<file path="src/rtl/control_mc_pkg.sv">
// Shared select encodings, FSM states and opcode constants for the multi-cycle
// RV32I/RV32M control path.
package control_mc_pkg;

    typedef enum logic [2:0] {IMM_I, IMM_S, IMM_B, IMM_U, IMM_J} ImmSel_e;
    typedef enum logic {B_REG, B_IMM} BSel_e;
    typedef enum logic {A_REG, A_PC} ASel_e;
    typedef enum logic [3:0] {
        ALU_ADD, ALU_SUB, ALU_SLL, ALU_SLT, ALU_SLTU,
        ALU_XOR, ALU_SRL, ALU_SRA, ALU_OR, ALU_AND, ALU_BSEL
    } ALUSel_e;

    localparam int WBSEL_W = 2;
    typedef enum logic [WBSEL_W-1:0] {WB_MEM, WB_ALU, WB_PC4, WB_MDU} WBSel_e;
    typedef enum logic {PC_4, PC_ALU} PCSel_e;

    typedef enum logic [1:0] {S_IDLE, S_LSU, S_MDU} CtrlState_e;
    typedef enum logic [2:0] {MUL, MULH, MULHSU, MULHU, DIV, DIVU, REM, REMU} MduOp_e;

    localparam logic [6:0] OPC_LUI    = 7'b0110111;
    localparam logic [6:0] OPC_AUIPC  = 7'b0010111;
    localparam logic [6:0] OPC_JAL    = 7'b1101111;
    localparam logic [6:0] OPC_JALR   = 7'b1100111;
    localparam logic [6:0] OPC_BRANCH = 7'b1100011;
    localparam logic [6:0] OPC_LOAD   = 7'b0000011;
    localparam logic [6:0] OPC_STORE  = 7'b0100011;
    localparam logic [6:0] OPC_OPIMM  = 7'b0010011;
    localparam logic [6:0] OPC_OP     = 7'b0110011;

    // Datapath select bundle produced by the decoder. reg_wen and st_mem are
    // "instruction wants to" flags; the FSM decides when they reach the pins.
    typedef struct packed {
        ImmSel_e imm_sel;
        logic    reg_wen;
        logic    br_un;
        BSel_e   b_sel;
        ASel_e   a_sel;
        ALUSel_e alu_sel;
        logic    st_mem;
        WBSel_e  wb_sel;
    } CtrlSel_s;

    // funct3 to ALU op; alt selects SUB/SRA (inst[30]).
    function automatic ALUSel_e alu_of_f3(input logic [2:0] f3, input logic alt);
        ALUSel_e op;
        case (f3)
            3'd0:    op = alt ? ALU_SUB : ALU_ADD;
            3'd1:    op = ALU_SLL;
            3'd2:    op = ALU_SLT;
            3'd3:    op = ALU_SLTU;
            3'd4:    op = ALU_XOR;
            3'd5:    op = alt ? ALU_SRA : ALU_SRL;
            3'd6:    op = ALU_OR;
            default: op = ALU_AND;
        endcase
        return op;
    endfunction

endpackage

</file>
<file path="src/rtl/control_mc_dec.sv">
// Pure combinational RV32I decoder with RV32M gated by EN_M.
module control_dec
    import control_mc_pkg::*;
#(
    parameter bit EN_M = 1'b1
) (
    input  logic [31:0] i_inst,
    output CtrlSel_s    o_sel,
    output logic        o_is_br,
    output logic        o_is_jp,
    output logic        o_is_mem,
    output logic        o_is_mdu,
    output logic        o_legal
);

    logic [6:0] opc;
    logic [2:0] f3;
    logic [6:0] f7;
    logic       unused_fields;

    assign opc = i_inst[6:0];
    assign f3  = i_inst[14:12];
    assign f7  = i_inst[31:25];
    assign unused_fields = ^{i_inst[24:15], i_inst[11:7]};

    // Opcode table; illegal encodings clear every write/request flag.
    always_comb begin
        CtrlSel_s sel;
        logic     legal, is_br, is_jp, is_mem, is_mdu;
        sel    = '{imm_sel: IMM_I, reg_wen: 1'b0, br_un: 1'b0, b_sel: B_REG,
                   a_sel: A_REG, alu_sel: ALU_ADD, st_mem: 1'b0, wb_sel: WB_ALU};
        legal  = 1'b0;
        is_br  = 1'b0;
        is_jp  = 1'b0;
        is_mem = 1'b0;
        is_mdu = 1'b0;
        case (opc)
            OPC_LUI: begin
                legal = 1'b1;
                sel.imm_sel = IMM_U; sel.reg_wen = 1'b1;
                sel.b_sel = B_IMM;   sel.alu_sel = ALU_BSEL;
            end
            OPC_AUIPC: begin
                legal = 1'b1;
                sel.imm_sel = IMM_U; sel.reg_wen = 1'b1;
                sel.a_sel = A_PC;    sel.b_sel = B_IMM;
            end
            OPC_JAL: begin
                legal = 1'b1; is_jp = 1'b1;
                sel.imm_sel = IMM_J; sel.reg_wen = 1'b1; sel.a_sel = A_PC;
                sel.b_sel = B_IMM;   sel.wb_sel = WB_PC4;
            end
            OPC_JALR: begin
                legal = (f3 == 3'd0); is_jp = 1'b1;
                sel.imm_sel = IMM_I; sel.reg_wen = 1'b1;
                sel.b_sel = B_IMM;   sel.wb_sel = WB_PC4;
            end
            OPC_BRANCH: begin
                legal = (f3 != 3'd2) && (f3 != 3'd3); is_br = 1'b1;
                sel.imm_sel = IMM_B; sel.a_sel = A_PC; sel.b_sel = B_IMM;
                sel.br_un = f3[1];
            end
            OPC_LOAD: begin
                legal = (f3 == 3'd0) || (f3 == 3'd1) || (f3 == 3'd2) ||
                        (f3 == 3'd4) || (f3 == 3'd5);
                is_mem = 1'b1;
                sel.imm_sel = IMM_I; sel.b_sel = B_IMM;
                sel.reg_wen = 1'b1;  sel.wb_sel = WB_MEM;
            end
            OPC_STORE: begin
                legal = !f3[2] && (f3[1:0] != 2'd3); is_mem = 1'b1;
                sel.imm_sel = IMM_S; sel.b_sel = B_IMM; sel.st_mem = 1'b1;
            end
            OPC_OPIMM: begin
                sel.imm_sel = IMM_I; sel.b_sel = B_IMM; sel.reg_wen = 1'b1;
                if (f3 == 3'd1) begin
                    legal = (f7 == 7'h00);
                    sel.alu_sel = ALU_SLL;
                end else if (f3 == 3'd5) begin
                    legal = (f7 == 7'h00) || (f7 == 7'h20);
                    sel.alu_sel = alu_of_f3(f3, i_inst[30]);
                end else begin
                    legal = 1'b1;
                    sel.alu_sel = alu_of_f3(f3, 1'b0);
                end
            end
            OPC_OP: begin
                sel.reg_wen = 1'b1;
                if (f7 == 7'h00) begin
                    legal = 1'b1;
                    sel.alu_sel = alu_of_f3(f3, 1'b0);
                end else if (f7 == 7'h20) begin
                    legal = (f3 == 3'd0) || (f3 == 3'd5);
                    sel.alu_sel = alu_of_f3(f3, 1'b1);
                end else if ((f7 == 7'h01) && EN_M) begin
                    legal = 1'b1; is_mdu = 1'b1;
                    sel.wb_sel = WB_MDU;
                end
            end
            default: legal = 1'b0;
        endcase
        if (!legal) begin
            sel.reg_wen = 1'b0;
            sel.st_mem  = 1'b0;
            is_br = 1'b0; is_jp = 1'b0; is_mem = 1'b0; is_mdu = 1'b0;
        end
        o_sel    = sel;
        o_legal  = legal;
        o_is_br  = is_br;
        o_is_jp  = is_jp;
        o_is_mem = is_mem;
        o_is_mdu = is_mdu;
    end

endmodule

</file>
<file path="src/rtl/control_mc.sv">
// Multi-cycle control: wraps the decoder with an FSM that holds each
// instruction until the LSU handshake or fixed-latency MDU lets it retire.
//
// state  | meaning
// S_IDLE | decode i_inst; single-cycle ops, illegal and zero-wait LSU retire here
// S_LSU  | lsu_VALID held, waiting for lsu_READY or timeout abort
// S_MDU  | counting MDU latency, retire with WB_MDU when counter hits MDU_LAT
module control_mc
    import control_mc_pkg::*;
#(
    parameter bit EN_M        = 1'b1,
    parameter int MDU_LAT     = 4,
    parameter int LSU_TIMEOUT = 0
) (
    input  logic        i_clk,
    input  logic        i_rst_n,
    input  logic [31:0] i_inst,
    input  logic        i_inst_vld,
    input  logic        i_br_eq,
    input  logic        i_br_lt,
    output ImmSel_e     o_imm_sel,
    output logic        o_reg_wen,
    output logic        o_br_un,
    output BSel_e       o_b_sel,
    output ASel_e       o_a_sel,
    output ALUSel_e     o_alu_sel,
    output logic        o_st_mem,
    output WBSel_e      o_wb_sel,
    output PCSel_e      o_pc_sel,
    output logic        o_pc_en,
    output logic        o_inst_vld,
    output logic        o_illegal,
    output logic        o_mdu_start,
    output logic [2:0]  o_mdu_op,
    output logic        o_busy,
    output logic        o_lsu_err,
    output logic        lsu_VALID,
    input  logic        lsu_READY
);

    localparam int CNT_MAX = (MDU_LAT > LSU_TIMEOUT) ? MDU_LAT : LSU_TIMEOUT;
    localparam int CNT_W   = $clog2(CNT_MAX + 1);
    localparam logic [CNT_W-1:0] CNT_ONE = CNT_W'(1);
    localparam logic [CNT_W-1:0] MDU_TC  = CNT_W'(MDU_LAT);
    localparam logic [CNT_W-1:0] LSU_TC  = CNT_W'(LSU_TIMEOUT);

    CtrlSel_s   sel;
    logic       is_br, is_jp, is_mem, is_mdu, legal;
    CtrlState_e state_q, state_d;
    logic [CNT_W-1:0] cnt_q, cnt_d;
    logic       retire, lsu_vld, lsu_err, illegal, mdu_start, br_taken;

    control_dec #(.EN_M(EN_M)) u_dec (
        .i_inst   (i_inst),
        .o_sel    (sel),
        .o_is_br  (is_br),
        .o_is_jp  (is_jp),
        .o_is_mem (is_mem),
        .o_is_mdu (is_mdu),
        .o_legal  (legal)
    );

    // State and shared wait/latency counter.
    always_ff @(posedge i_clk or negedge i_rst_n) begin
        if (!i_rst_n) begin
            state_q <= S_IDLE;
            cnt_q   <= '0;
        end else begin
            state_q <= state_d;
            cnt_q   <= cnt_d;
        end
    end

    // Next state, handshake and retire strobes.
    always_comb begin
        state_d   = state_q;
        cnt_d     = cnt_q;
        retire    = 1'b0;
        lsu_vld   = 1'b0;
        lsu_err   = 1'b0;
        illegal   = 1'b0;
        mdu_start = 1'b0;
        case (state_q)
            S_IDLE: begin
                if (i_inst_vld) begin
                    if (!legal) begin
                        illegal = 1'b1;
                        retire  = 1'b1;
                    end else if (is_mem) begin
                        lsu_vld = 1'b1;
                        if (lsu_READY) begin
                            retire = 1'b1;
                        end else begin
                            state_d = S_LSU;
                            cnt_d   = CNT_ONE;
                        end
                    end else if (is_mdu) begin
                        mdu_start = 1'b1;
                        state_d   = S_MDU;
                        cnt_d     = CNT_ONE;
                    end else begin
                        retire = 1'b1;
                    end
                end
            end
            S_LSU: begin
                // READY is checked first so it wins over a coincident timeout.
                if (lsu_READY) begin
                    lsu_vld = 1'b1;
                    retire  = 1'b1;
                    state_d = S_IDLE;
                    cnt_d   = '0;
                end else if ((LSU_TIMEOUT > 0) && (cnt_q == LSU_TC)) begin
                    lsu_err = 1'b1;
                    retire  = 1'b1;
                    state_d = S_IDLE;
                    cnt_d   = '0;
                end else begin
                    lsu_vld = 1'b1;
                    if (LSU_TIMEOUT > 0) cnt_d = cnt_q + CNT_ONE;
                end
            end
            S_MDU: begin
                if (cnt_q == MDU_TC) begin
                    retire  = 1'b1;
                    state_d = S_IDLE;
                    cnt_d   = '0;
                end else begin
                    cnt_d = cnt_q + CNT_ONE;
                end
            end
            default: begin
                state_d = S_IDLE;
                cnt_d   = '0;
            end
        endcase
    end

    // Branch resolution: inst[14] picks lt vs eq, inst[12] inverts the sense.
    always_comb begin
        br_taken = i_inst[12] ^ (i_inst[14] ? i_br_lt : i_br_eq);
        o_pc_sel = PC_4;
        if (retire && !lsu_err && !illegal) begin
            if (is_jp)                  o_pc_sel = PC_ALU;
            else if (is_br && br_taken) o_pc_sel = PC_ALU;
        end
    end

    assign o_imm_sel   = sel.imm_sel;
    assign o_br_un     = sel.br_un;
    assign o_b_sel     = sel.b_sel;
    assign o_a_sel     = sel.a_sel;
    assign o_alu_sel   = sel.alu_sel;
    assign o_wb_sel    = sel.wb_sel;
    assign o_reg_wen   = retire && sel.reg_wen && !lsu_err;
    assign o_st_mem    = lsu_vld && sel.st_mem;
    assign o_pc_en     = retire;
    assign o_inst_vld  = legal && (i_inst_vld || (state_q != S_IDLE));
    assign o_illegal   = illegal;
    assign o_mdu_start = mdu_start;
    assign o_mdu_op    = i_inst[14:12];
    assign o_busy      = (state_q != S_IDLE);
    assign o_lsu_err   = lsu_err;
    assign lsu_VALID   = lsu_vld;

endmodule

</file>
<file path="config.mk">
export PLATFORM = sky130hd
export DESIGN_NAME = control_mc
export DESIGN_NICKNAME = d
export VERILOG_FILES = /design/src/rtl/control_mc_pkg.sv /design/src/rtl/control_mc_dec.sv /design/src/rtl/control_mc.sv
export SDC_FILE = /design/constraint.sdc
export NUM_CORES = 1
export LEC_CHECK = 0
export ABC_AREA = 1
export CORE_MARGIN = 2
export CORE_UTILIZATION = 41
export CTS_BUF_LIST = sky130_fd_sc_hd__clkbuf_4 sky130_fd_sc_hd__clkbuf_8
export DETAILED_ROUTE_END_ITERATION = 16
export PLACE_DENSITY = 0.89
export SLEW_MARGIN = 20
export SYNTH_ARGS = -nofsm -noshare
export SYNTH_HDL_FRONTEND = slang
export SYNTH_SLANG_ARGS = --single-unit
</file>
<file path="constraint.sdc">
create_clock -name i_clk -period 2.21 [get_ports i_clk]
set_input_delay 0.3315 -clock i_clk [delete_from_list [all_inputs] [get_ports i_clk]]
set_output_delay 0.3315 -clock i_clk [all_outputs]
set_load 0.005 [all_outputs]
</file>
After elaboration in Yosys (flattened, before gate mapping)
Index checks and enable logic that the tools add are counted.

Input port bits: 38. Flip-flop bits (word level): 5.

Bitwise operators: 1. Add/sub/neg operators: 1. Eq/ne operators: 29. Muxes and demuxes: 76. Reductions and logical operators: 29.

Operators by type and width (number): $pmux W4 S7 (2); $mux W1 (44); $eq A7 B6 Y1 const B (4); $eq A7 B7 Y1 const B (3); $mux W3 (7); $mux W2 (10); $pmux W4 S5 (1); $mux W4 (4); $eq A7 B5 Y1 const B (2); $eq A3 B3 Y1 const B (4); $pmux W2 S3 (2); $pmux W3 S4 (1); $pmux W4 S3 (1); $ne A2 B2 Y1 const B (5); $pmux W3 S3 (1); $reduce_or A8 Y1 (1); $eq A7 B1 Y1 const B (1); $eq A7 B2 Y1 const B (1); $logic_and A1 B1 Y1 (7); $logic_not A7 Y1 (1); $logic_or A1 B1 Y1 (7); $pmux W1 S7 (1); $reduce_or A7 Y1 (1); $eq A3 B2 Y1 const B (2); 17 further kinds (23).

Longest topological paths before layout
Depth after elaboration: 14. Gate-level depth with buffers: 12. Mapped depth without buffers: 12.

By module
A second synthesis with hierarchy kept.

Cells, all modules: 205. Area, all modules: 1062.3 µm².

By module, submodules not included: control_mc (cells an instance 93, seq. area each 125.1 µm², times used 1, area an instance 563.0 µm²); control_dec (cells an instance 112, seq. area each 0.0 µm², times used 1, area an instance 499.2 µm²).

Worst setup path before layout
Ideal clock, no wire load.

Kind: register -> output. Start point: reg state_q[0]. End point: out o_pc_sel. Buffers on the path: 0. Setup slack: 0.650 ns. Stages on the path, launching flop included: 8. Arrival: 1.228 ns. Cell sequence: dfrtp_1 nor2_1 inv_1 nor2_1 nand2_1 nand2_2 nand2_2 nor2_1.

Elaborated cells on any way between the ends: 8.

RTL lines: from (decl) (RTL line control_mc.sv:49) `CtrlState_e state_q, state_d;`; from (signal assigned) (RTL line control_mc.sv:69) `state_q <= state_d;`; $eq A2 B2 Y1 (tied with other cells) (RTL line control_mc.sv:83) `case (state_q)`; $pmux W1 S3 (*) (RTL line control_mc.sv:83); named net o_pc_en (RTL line control_mc.sv:30) `output logic o_pc_en,`; $logic_and A1 B1 Y1 (*) (RTL line control_mc.sv:143) `if (retire && !lsu_err && !illegal) begin`; $mux W1 (*) (RTL line control_mc.sv:143); to (decl) (RTL line control_mc.sv:29) `output PCSel_e o_pc_sel,`.

Mark *: on every way through the listed nets, which the timed path passes. The rest lies on a longest branch.

Worst setup path in the final report
Start point: in i_inst[14]. End point: out o_alu_sel[0].

Word-level cells in the longest chain between the ends: 5. Elaborated cells on any way between the ends: 15.

Ends and longest elaborated chain: from (decl) (RTL line control_mc.sv:17) `input logic [31:0] i_inst,`; $eq A3 B3 Y1 (tied with other cells) (RTL line control_mc_pkg.sv:46) `case (f3)`; $pmux W4 S7 or $pmux W4 S5 (tied branches) (RTL line control_mc_pkg.sv:46); $mux W4, on equally long branches (RTL line control_mc_dec.sv:92, control_mc_dec.sv:79); $mux W4, on equally long branches (RTL line control_mc_dec.sv:89, control_mc_dec.sv:76); $pmux W4 S3 (*) (RTL line control_mc_dec.sv:37) `case (opc)`; to (decl) (RTL line control_mc.sv:26) `output ALUSel_e o_alu_sel,`.

Every way passes the cells marked *; elsewhere a longest branch is shown, timed or not.

==> summary by stage <==
Floorplanning
In this run the core area contains 17 standard-cell rows. The total area inside the core boundary comes to 2250 um2. For this configuration, the core starts out at a cell density of 0.440. In this run the horizontal extent of the chip is 53.2 um. The total I/O pin count is 63. The overall die area is 2830 um2. Measured along the y axis, the die boundary spans 53.2 um.

Power
In this run the static leakage power is 1.12 nW. In this run the power density over the cells is 219 nW/um2. The overall power consumption is 0.412 mW.

Across the VDD grid, the largest voltage drop is 0.000342 V.

Route
The DRC violation total after the first TritonRoute iteration is 51. After detailed routing, the total wire length is 4320 um. The routed length per instance is 14.5 um.

The vias after detailed routing is 1618. The post-route antenna net violation count is 0. The via density per instance is 5.43. For this run, design rule violations remaining after detail routing come to 0. The first TritonRoute pass finished after 5 iterations.

Global route
The first global-routing pass estimated 5730 um of wire. The via count of the first global-routing pass is 1427. The remaining global-route overflow is 0.

The number of antenna violations at the first check in global routing came to 0. Entering global routing, the biggest net connects 8 pins. Across every metal layer, demand over resource in global routing totals 0.272.

Clock tree
The root buffer selected by CTS is sky130_fd_sc_hd__clkbuf_4. The later-pin clock latency in the skew report is 0.24 ns. In this run the number of H-tree levels came out at 1. TritonCTS built the clock tree. The total clock sinks is 5. Clock-pin slew was measured on the worst setup and hold paths at 0.04 ns.

The clock passes through at most 2 buffers. The number of clock buffers added by TritonCTS is 3.

Synth
The post-synthesis net count is 227. Ranked by total cell area, the synthesized netlist is headed by sky130_fd_sc_hd__nand2_1 (19%), sky130_fd_sc_hd__inv_1 (13%), sky130_fd_sc_hd__dfrtp_1 (13%). The post-synthesis sequential area ratio is 0.126. The distinct cell type count after synthesis is 28.

The area fraction in compound gates after synthesis is 0.125. The dominant combinational cell family by area after synthesis is simple AND/OR/NAND/NOR gates. The warning count from the yosys run is 0.

The post-synth design cell area is 992 um2. The commonest cells after synthesis are sky130_fd_sc_hd__nand2_1 (50), sky130_fd_sc_hd__inv_1 (35), sky130_fd_sc_hd__nor2_1 (32), sky130_fd_sc_hd__nand2_2 (8). The count of flip-flops with a built-in enable after synthesis is 0. The most repeated cell in the gate-level netlist after synthesis is sky130_fd_sc_hd__nand2_1. After technology mapping, the gate count stands at 187. Of all cell types, the one taking the most synthesized area is sky130_fd_sc_hd__nand2_1. The commonest register cell after synthesis is sky130_fd_sc_hd__dfrtp_1.

Of the total synthesized cell area, the portion taken by AND, OR, NAND and NOR gates is 0.536. The post-synthesis mux area share is 0. Synthesis inferred 5 register bits. The parity-gate share of the synthesized area counting xor and xnor cells is 0.0177.

The mean instance size in the synthesized netlist is 5.31 um2. The share of synthesized area in the top cell type comes to 0.189. The synthesized-area fraction occupied by adder cells is 0.0252.

The fraction of synthesis flops using an asynchronous set or reset pin is 1.00.

Place
Input and output buffers added on the ports amount to 46. The final weighted congestion in routability-driven placement is 0.952. Detailed placement ended at an HPWL of 2730 um.

The instance count after placement with tap cells included is 286.

Flow run
The reported max-cap violation count is 0.

Final layout
Of the cells placed in the final design, the portion with a size suffix greater than 1 is 0.363. The repair_antennas step left the layout with diodes totalling 0. The final layout contains 311 nets. The post-route core utilization is 0.835.

The final instance count without filler cells is 298. The growth of design area from synthesis to finish is 89.8%.

Worst hold path
The worst hold path belongs to the class in -> async.

Status
The flow ran to the end, and the final reports show no timing, DRC or antenna violations.

Setup path
The kind of cell with the highest combined delay along the critical path is buffers and inverters. The peak fanout along the critical path is 6. The number of buffers and inverters on the critical path is 3. STA puts the critical path data required time at 1.88 ns. The startpoint type of the worst setup path is a primary input. The capturing element type of the critical path is an output port. The critical path goes through dlygate4sd2_1, inv_1, a21oi_1, nand2_1, nand2_1, o31ai_1, o21ai_0, dlygate4sd2_1. The critical path's slowest cell is sky130_fd_sc_hd__dlygate4sd2_1. At the worst endpoint, the arrival time is 1.82 ns.

The worst setup path is of the in -> out kind. For this run, the slowest stage of the critical path takes 0.36 ns.

STA
Setup violations remaining at the end of the flow were counted as 0. The final count of hold timing violations is 0. The final clock skew is 0.00607 ns. The post-route minimum period is 2.16 ns. Timing would allow up to 464 MHz.

Of the available clock period, the critical path in the final layout requires 0.975. The max-slew violation count is 0.
[cells in the final DEF (no fill, tap or decap), types with 2 or more instances in the layout]
cell,n
sky130_fd_sc_hd__ha_1,2
sky130_fd_sc_hd__nand3_2,4
sky130_fd_sc_hd__buf_2,5
sky130_fd_sc_hd__dfrtp_1,5
sky130_fd_sc_hd__nor2_1,17
sky130_fd_sc_hd__nor2_4,5
sky130_fd_sc_hd__o21ai_2,2
sky130_fd_sc_hd__nor3_1,2
sky130_fd_sc_hd__nor4_2,2
sky130_fd_sc_hd__nand2_4,2
sky130_fd_sc_hd__dlygate4sd2_1,20
sky130_fd_sc_hd__inv_2,4
sky130_fd_sc_hd__clkdlybuf4s15_1,2
sky130_fd_sc_hd__clkbuf_4,4
sky130_fd_sc_hd__nand2_1,46
sky130_fd_sc_hd__nand3_1,5
sky130_fd_sc_hd__a21oi_1,3
sky130_fd_sc_hd__inv_1,32
sky130_fd_sc_hd__nand2_2,10
sky130_fd_sc_hd__buf_4,36
sky130_fd_sc_hd__nor2_2,15
sky130_fd_sc_hd__buf_6,2
sky130_fd_sc_hd__o21ai_1,4
sky130_fd_sc_hd__dlymetal6s2s_1,7
sky130_fd_sc_hd__nand3_4,2
sky130_fd_sc_hd__o21ai_0,4
sky130_fd_sc_hd__nor3_2,2
sky130_fd_sc_hd__o31ai_1,2
sky130_fd_sc_hd__clkdlybuf4s50_1,11
[layout make-up]
type / count / area, um2
flip-flops and latches: 5 / 125
inverters: 36 / 135
clock buffers: 4 / 30.0
fillers: 145 / 372
well taps: 28 / 35.0
multi-input cells: 142 / 847
repair buffers: 83 / 711
[repair_timing]
| item | in CTS | in global routing |
|---|---|---|
| endpoints found under the setup margin | 20 | 15 |
| cloned | 0 | 0 |
| setup buffers | 3 | 5 |
| pin swaps | 9 | 9 |
| resized for setup | 77 | 23 |
| hold buffers | 0 | 0 |
[power breakdown]
| part | internal [mW] | total [mW] | switching [mW] |
|---|---|---|---|
| Clock | 0.0802 | 0.113 | 0.0330 |
| Combinational | 0.0917 | 0.194 | 0.103 |
| Sequential | 0.0988 | 0.104 | 0.00533 |
| Total | 0.271 | 0.412 | 0.141 |
[metal layers]
layer,GRT usage,share of wire,vias to the layer above
met5,0,0,-
met4,0.115,0.035,0
met3,0.0565,0.075,28
met2,0.492,0.49,116
met1,0.305,0.40,727
li1,-,-,747
[cell families after synthesis]
| kind of cell | after synthesis |
|---|---|
| buffers and inverters | 40 |
| other | 1 |
| adders and majority gates | 2 |
| DFF | 5 |
| xor gates and xnor gates | 2 |
| and+or+nand+nor | 116 |
| AOI/OAI and AO/OA | 21 |
[registers in the layout, indices dropped and copies added (netlist names)]
| register | flops |
|---|---|
| cnt_q | 3 |
| state_q | 2 |
[path summary, 6_finish.rpt]
check	endpoint	slack, ns	cells past startpoint	from
setup / recovery	o_alu_sel[0]	0.05	8	i_inst[14]
max in group asynchronous	cnt_q[1]$_DFFE_PN0P_	1.73	1	i_rst_n
setup reg to reg	state_q[0]$_DFFE_PN0P_	0.74	9	state_q[0]$_DFFE_PN0P_
hold reg to reg	cnt_q[0]$_DFFE_PN0P_	0.56	2	cnt_q[0]$_DFFE_PN0P_
hold / removal	state_q[0]$_DFFE_PN0P_	0.30	1	i_rst_n
min in group i_clk	cnt_q[0]$_DFFE_PN0P_	0.56	2	cnt_q[0]$_DFFE_PN0P_
[per-stage QoR]
step / setup TNS, ns / setup slack [ns] / area (um2) / hold slack, ns
after global routing: -0.0252 / -0.0252 / 1880 / 0.305
after floorplan: 0 / 0.650 / 992 / 0.0359
final: 0 / 0.0543 / 1880 / 0.303
after global placement: -4.62 / -0.389 / 1680 / 0.525
after detailed placement: -5.21 / -0.429 / 1680 / 0.550
after CTS: -0.123 / -0.0697 / 1790 / 0.300
Note: power is estimated with default switching activity, not from simulation.
